## src/rtl/ascii2hex.sv

```systemverilog
// ascii2hex: packs pairs of ASCII hex digits into bytes, or passes raw bytes through
// Optional feature macro: A2H_TIMEOUT_EN (compiles in the low-nibble timeout).
// Ports:
//   clk, rst_n        clock, asynchronous active-low reset
//   a2h_en            1 = hex-pair packing, 0 = raw pass-through (sampled with din_vld)
//   din, din_vld      received character and its single-cycle strobe
//   dout, dout_vld    output byte (held between strobes) and its strobe
//   err               single-cycle protocol/timeout error strobe
module ascii2hex #(
  parameter int TIMEOUT = 100000,
  parameter int CNT_W   = 17
) (
  input  logic       clk,
  input  logic       rst_n,
  input  logic       a2h_en,
  input  logic [7:0] din,
  input  logic       din_vld,
  output logic [7:0] dout,
  output logic       dout_vld,
  output logic       err
);
  typedef enum logic {IDLE, HOLD} state_t;
  state_t state, state_nx;
  logic [3:0] hi_nib, hi_nib_nx, dig;
  logic [7:0] dout_nx, lc;
  logic vld_nx, err_nx, num, alpha, is_dig, is_sep, tmo;
  if (TIMEOUT >= (1 << CNT_W)) begin : g_bad_cnt_w
    $error("ascii2hex: CNT_W too narrow for TIMEOUT");
  end
  // Forcing bit 5 folds 'A'-'F' onto 'a'-'f'; no other byte lands in that range.
  assign lc     = din | 8'h20;
  assign num    = din >= 8'h30 && din <= 8'h39;
  assign alpha  = lc >= 8'h61 && lc <= 8'h66;
  assign is_dig = num || alpha;
  assign dig    = num ? din[3:0] : din[3:0] + 4'd9;
  assign is_sep = din == 8'h20 || din == 8'h0D || din == 8'h0A;
`ifdef A2H_TIMEOUT_EN
  logic [CNT_W-1:0] cnt;
  // Counter only runs while waiting in HOLD; any strobe or IDLE clears it.
  always_ff @(posedge clk or negedge rst_n)
    if (!rst_n) cnt <= '0;
    else cnt <= (state == HOLD && !din_vld) ? cnt + 1'b1 : '0;
  assign tmo = state == HOLD && !din_vld && cnt == CNT_W'(TIMEOUT - 1);
`else
  assign tmo = 1'b0;
`endif
  always_comb begin
    state_nx  = state;
    hi_nib_nx = hi_nib;
    dout_nx   = dout;
    vld_nx    = 1'b0;
    err_nx    = 1'b0;
    if (din_vld) begin
      if (!a2h_en) begin
        dout_nx  = din;
        vld_nx   = 1'b1;
        state_nx = IDLE;
      end else if (state == IDLE) begin
        hi_nib_nx = is_dig ? dig : hi_nib;
        state_nx  = is_dig ? HOLD : IDLE;
        err_nx    = !is_dig && !is_sep;
      end else begin
        dout_nx  = is_dig ? {hi_nib, dig} : dout;
        vld_nx   = is_dig;
        err_nx   = !is_dig;
        state_nx = IDLE;
      end
    end else if (tmo) begin
      err_nx   = 1'b1;
      state_nx = IDLE;
    end
  end
  always_ff @(posedge clk or negedge rst_n)
    if (!rst_n) begin
      state    <= IDLE;
      hi_nib   <= 4'h0;
      dout     <= 8'h00;
      dout_vld <= 1'b0;
      err      <= 1'b0;
    end else begin
      state    <= state_nx;
      hi_nib   <= hi_nib_nx;
      dout     <= dout_nx;
      dout_vld <= vld_nx;
      err      <= err_nx;
    end
endmodule
```

## config.mk

```make
export PLATFORM = sky130hd
export DESIGN_NAME = ascii2hex
export DESIGN_NICKNAME = d
export VERILOG_FILES = /design/src/rtl/ascii2hex.sv
export SDC_FILE = /design/constraint.sdc
export NUM_CORES = 1
export LEC_CHECK = 0
export ABC_AREA = 0
export CAP_MARGIN = 20
export CORE_ASPECT_RATIO = 1.1
export CORE_MARGIN = 2
export CORE_UTILIZATION = 55
export CTS_CLUSTER_SIZE = 28
export DETAILED_ROUTE_END_ITERATION = 8
export DONT_BUFFER_PORTS = 1
export HOLD_SLACK_MARGIN = 0.05
export PLACE_DENSITY = 0.73
export SLEW_MARGIN = 5
export SYNTH_ARGS = -nofsm -noshare
export SYNTH_HDL_FRONTEND = slang
export SYNTH_SLANG_ARGS = --single-unit
```

## constraint.sdc

```tcl
create_clock -name clk -period 1.3 [get_ports clk]
set_input_delay 0.13 -clock clk [delete_from_list [all_inputs] [get_ports clk]]
set_output_delay 0.13 -clock clk [all_outputs]
set_load 0.05 [all_outputs]
```

== After elaboration in Yosys (flattened, before gate mapping) ==
Index checks and enable logic that the tools add are counted.

* Word-level logic and storage cells: 39
* Register bits after elaboration: 15

* Reduce and logical (&&, ||, !) cells: 10
* Bitwise operators: 1
* Mux-type cells: 13
* Equality and inequality tests: 5
* $lt $le $gt $ge: 4
* Add/sub/neg operators: 1

{| class="wikitable"
|+ Operator list
! kind !! count
|-
| $mux W8 || 3
|-
| $eq A8 B4 Y1 const B || 2
|-
| $mux W1 || 9
|-
| $eq A8 B6 Y1 const B || 1
|-
| $ge A8 B6 Y1 const B || 1
|-
| $ge A8 B7 Y1 const B || 1
|-
| $le A8 B6 Y1 const B || 1
|-
| $le A8 B7 Y1 const B || 1
|-
| $add A4 B4 Y4 const B || 1
|-
| $mux W4 || 1
|-
| $ne A2 B1 Y1 const B || 2
|-
| $reduce_and A4 Y1 || 1
|-
| $logic_and A1 B1 Y1 || 3
|-
| $logic_or A1 B1 Y1 || 3
|-
| $reduce_and A3 Y1 || 1
|-
| $logic_not A1 Y1 || 2
|-
| $not A1 Y1 || 1
|}

== Longest topological paths before layout ==
Gate-level depths: netlist (run 1).

* Depth after elaboration: 8
* Mapped depth: 7

== Worst setup path after synthesis (run 1) ==
No wires, ideal clock.

* Kind: input-to-reg
* From: in din[1]
* To: reg dout[0]
* Buffers on the path: 1
* Setup time: 125 ps
* Setup slack: -507 ps
* Arrival: 1682 ps
* Required time: 1175 ps
* Stages on the path: 7
* Path through: inv_1 ha_1 or4b_4 and3_4 o221a_1 buf_6 mux2_4

* Word-level cells in the longest chain between the ends: 6
* Elaborated cells between the ends (all ways): 13

{| class="wikitable"
|+ Ends and longest elaborated chain
! what !! line !! RTL
|-
| start, declared || 16 || <nowiki>input logic [7:0] din,</nowiki>
|-
| $ge A8 B6 Y1 or $le A8 B6 Y1 (tied branches) || 32 || <nowiki>assign num = din >= 8'h30 && din <= 8'h39;</nowiki>
|-
| $logic_and A1 B1 Y1 || 32 ||
|-
| $mux W4 || 35 || <nowiki>assign dig = num ? din[3:0] : din[3:0] + 4'd9;</nowiki>
|-
| $mux W8 || 63 || <nowiki>dout_nx = is_dig ? {hi_nib, dig} : dout;</nowiki>
|-
| $mux W8 || 58 || <nowiki>end else if (state == IDLE) begin</nowiki>
|-
| $mux W8 || 54 || <nowiki>if (!a2h_en) begin</nowiki>
|-
| end signal, assigned || 83 || <nowiki>dout <= dout_nx;</nowiki>
|-
| end, declared || 18 || <nowiki>output logic [7:0] dout,</nowiki>
|}

Parallel ways exist; a longest one is shown, timed or not. The select of a mux whose other input is x is not followed.
A chain may end at the register's enable or synchronous reset.

== Final worst setup path (run 1) ==
* From: in din[1]
* To: reg dout[5]

* Word-level cells in the longest chain between the ends: 5
* Elaborated cells between the ends (all ways): 9

{| class="wikitable"
|+ Ends and longest elaborated chain
! what !! line !! RTL
|-
| $ge A8 B6 Y1 (tied with other cells) || 32 ||
|-
| $logic_and A1 B1 Y1 (on tied branches) || 32, 33 ||
|-
| $logic_or A1 B1 Y1 (*) || 34 || <nowiki>assign is_dig = num || alpha;</nowiki>
|-
| $ne A2 B1 Y1 (no source line) (*) || n/a ||
|-
| $reduce_and A3 Y1 (no source line) (*) || n/a ||
|}

Mark *: on every way between the ends. The rest lies on a longest branch, timed or not.

==> impl_metrics.env, run 1 <==
export IMPL_grt_max_degree=16
export IMPL_crit_arrival_ns=1.62
export IMPL_p_switching_uw=650.5
export IMPL_vias_per_cell=5.952
export IMPL_yosysUniqueCellTypes=34
export IMPL_fmax_mhz=686.1
export IMPL_crit_chain="inv_12 -> ha_4 -> or4b_4 -> and3_4 -> o221a_4 -> buf_6 -> mux2_4"
export IMPL_violations="negative setup slack"
export IMPL_dp_hpwl_mm=1.680
export IMPL_h_tree_depth=1
export IMPL_finalWorstSetupSlack_ns=-0.1576
export IMPL_powerDensity_nw_per_um2=1291
export IMPL_grt_usage=0.2316
export IMPL_ant_nets=0
export IMPL_crit_path_end_kind="register"
export IMPL_cp_max_fo=6
export IMPL_worst_pin_slew_ns=0.6684
export IMPL_overflow=0
export IMPL_drive_gt1_frac=0.5421
export IMPL_syn_cell_area_um2=1002
export IMPL_portBuffers=0
export IMPL_io_pins=22
export IMPL_hold_slack_ns=0.09954
export IMPL_finalHoldViolCount=0
export IMPL_vias=744
export IMPL_wire_per_inst_um=17.97
export IMPL_cp_slowest_cell="or4b_4"
export IMPL_cts_made_buffers=3
export IMPL_setup_viol=12
export IMPL_slew_headroom=0.5529
export IMPL_wirelength_mm=2.246
export IMPL_path_clk_slew_ns=0.08
export IMPL_core_area_um2=1742
export IMPL_die_w_um=44.70
export IMPL_max_vdd_ir_drop_mv=1.435
export IMPL_tritoncts="done"
export IMPL_yosys_warnings=0
export IMPL_rsz0062_at_grt="true"
export IMPL_syn2layout_area_growth_pct=32.33
export IMPL_drcViolationCount=0
export IMPL_grt_pass1_vias=789
export IMPL_nNetsFinal=124
export IMPL_firstDrtPassIters=5
export IMPL_worst_path_buf_inv=2
export IMPL_cts_sinks=15
export IMPL_diodes=0
export IMPL_place_area_um2=1187
export IMPL_rows=16
export IMPL_syn_avg_cell_area_um2=12.22
export IMPL_intPower_uw=1061
export IMPL_initial_core_util=0.5754
export IMPL_antenna_found_initial=0
export IMPL_crit_required_ns=1.46
export IMPL_worst_setup_path_start_kind="input pin"
export IMPL_clk_insertion_delay_late_ns=0.27
export IMPL_outcome="finished with violations"
export IMPL_fin_crit_sh=1.121
export IMPL_synth_nets=98
export IMPL_layout_common_cells="18 x buf_4, 15 x dfrtp_1, 11 x mux2_4"
export IMPL_die_area_um2=2180
export IMPL_finalCriticalPeriod_ns=1.458
export IMPL_die_h_um=48.77
export IMPL_grt_pass1_wl_mm=3.677
export IMPL_p_comb_frac=0.460
export IMPL_yosysSeqAreaShare=0.3745
export IMPL_swShare=0.3800
export IMPL_hp_class="in -> reg"
export IMPL_layout_commonest_cell="buf_4"
export IMPL_cts_root_buf="clkbuf_4"
export IMPL_p_clk_frac=0.147
export IMPL_syn_instance_count=82
export IMPL_drv_slew=0
export IMPL_fin_cells=125
export IMPL_clock_skew_ns=0.001872
export IMPL_cp_top_family="simple AND/OR/NAND/NOR gates"
export IMPL_p_leak_uw=0.0006039
export IMPL_maxCapViolations=0
export IMPL_dr_first_iter_drc_count=13
export IMPL_seqPwrFrac=0.393
export IMPL_critical_path_class="in -> reg"
export IMPL_cts_buffer_depth=2
export IMPL_n_fill_cell=119
export IMPL_dpl_cell_count=116
export IMPL_gp_congestion=0.9251
export IMPL_slowest_delay_ns=0.48
export IMPL_fin_area_um2=1326
export IMPL_ys_seq_elements=15
export IMPL_dpl_worst_slack_ns=-0.5137
## state kept, by name, summed over array words and instances (netlist names)
register	cells
dout_vld	1
err	1
dout	8
state	1
hi_nib	4
## power groups by stage
| stage | sequential [uW] | combinational (uW) | clock (uW) |
|---|---|---|---|
| after floorplan | 946 | 288 | 0 |
| after global placement | 673 | 734 | 0 |
| after detailed placement | 683 | 748 | 0 |
| after CTS | 674 | 781 | 268 |
| after global routing | 685 | 823 | 284 |
| final | 672 | 788 | 252 |
## routing by layer
layer  vias to the layer above  share of wire  global-route usage
met2                        26           0.52              0.3744
li1                        353              -                   -
met5                         -              0                   0
met4                         0          0.028              0.1212
met3                         6          0.047             0.06296
met1                       359           0.40              0.2710
## synth_stat cells
| cell | instances | share of area |
|---|---|---|
| nor3b_1 | 1 | 0.0075 |
| a21oi_1 | 3 | 0.015 |
| ha_1 | 4 | 0.050 |
| clkbuf_2 | 1 | 0.0050 |
| o21ai_0 | 2 | 0.010 |
| a31oi_1 | 1 | 0.0062 |
| nor2_1 | 2 | 0.0075 |
| a2111oi_4 | 1 | 0.027 |
| nand3_1 | 2 | 0.010 |
| and2b_2 | 1 | 0.0087 |
| nor4_1 | 1 | 0.0062 |
| mux2_4 | 7 | 0.10 |
| or4b_4 | 1 | 0.014 |
| nand2_1 | 1 | 0.0037 |
| xnor2_1 | 2 | 0.017 |
| o221a_1 | 1 | 0.011 |
| and3_1 | 1 | 0.0062 |
| and3_4 | 1 | 0.011 |
| nand4bb_1 | 1 | 0.011 |
| a22o_2 | 2 | 0.020 |
| mux2_2 | 10 | 0.11 |
| o21bai_1 | 2 | 0.015 |
| buf_2 | 1 | 0.0050 |
| inv_1 | 5 | 0.019 |
| and4bb_2 | 1 | 0.012 |
| mux2i_1 | 2 | 0.020 |
| nor4b_1 | 1 | 0.0087 |
| and2_1 | 1 | 0.0062 |
| buf_6 | 3 | 0.034 |
| and4b_1 | 1 | 0.010 |
| dfrtp_1 | 15 | 0.37 |
| a21o_1 | 2 | 0.015 |
| o211ai_1 | 1 | 0.0075 |
| a22oi_1 | 1 | 0.0075 |
## logic make-up (layout without fill, tap and decap cells)
kind of cell | Yosys count | after routing | synth area share
xor+xnor | 2 | 2 | 0.01748
buf+inv | 10 | 35 | 0.06241
simple gates | 16 | 16 | 0.1236
mux | 19 | 19 | 0.2372
fa+ha+maj | 4 | 4 | 0.04994
compound gates | 16 | 16 | 0.1348
flops | 15 | 15 | 0.3745
## area by class of cell
type	count	area, um^2	share of cell area
Sequential cell	15	375.4	0.2830
Inverter	5	36.28	0.02736
Tap cell	18	22.52	0.01698
Timing Repair Buffer	26	221.5	0.1670
Multi-Input combinational cell	57	644.4	0.4858
Clock buffer	4	26.28	0.01981
## per-stage QoR
step / TNS, ns / utilization / power [uW]
floorplan: -4.531 / - / 1234
global placement: -5.357 / 0.6818 / 1407
detailed placement: -5.711 / 0.6818 / 1431
CTS: -1.103 / 0.7428 / 1723
global route: -1.410 / 0.7615 / 1791
finish: -1.380 / 0.7615 / 1712
## path summary, 6_finish.rpt
path | from | endpoint | slack (ns) | depth (start not counted)
worst max-delay path | din[1] | dout[5]$_DFFE_PN0P_ | -0.16 | 7
worst min-delay path | din_vld | state$_DFFE_PN0P_ | 0.1 | 2
worst max register to register | state$_DFFE_PN0P_ | hi_nib[1]$_DFFE_PN0P_ | -0.07 | 3
worst min register to register | hi_nib[1]$_DFFE_PN0P_ | hi_nib[1]$_DFFE_PN0P_ | 0.52 | 1
max in group asynchronous | rst_n | dout[1]$_DFFE_PN0P_ | 0.55 | 1
min in group asynchronous | rst_n | dout[4]$_DFFE_PN0P_ | 0.33 | 1
## repair_timing
| action | CTS | global route |
|---|---|---|
| hold buffers | 3 | 0 |
| endpoints found under the setup margin | 12 | 12 |
| pin swaps | 2 | 3 |
| endpoints found under the hold margin | 17 | 0 |
| gates cloned | 0 | 0 |
| setup buffers | 1 | 1 |
| gates resized for setup | 7 | 6 |
Note: power is estimated with default switching activity, not from simulation.
==> run 2, diff against run 1 <==
--- a/config.mk
+++ b/config.mk
@@ -15,7 +15,6 @@
 export DONT_BUFFER_PORTS = 1
 export HOLD_SLACK_MARGIN = 0.05
 export PLACE_DENSITY = 0.73
-export SLEW_MARGIN = 5
 export SYNTH_ARGS = -nofsm -noshare
 export SYNTH_HDL_FRONTEND = slang
 export SYNTH_SLANG_ARGS = --single-unit
==> results of run 2 <==
No change in the layout: final DEF, timing and power equal those of run 1.
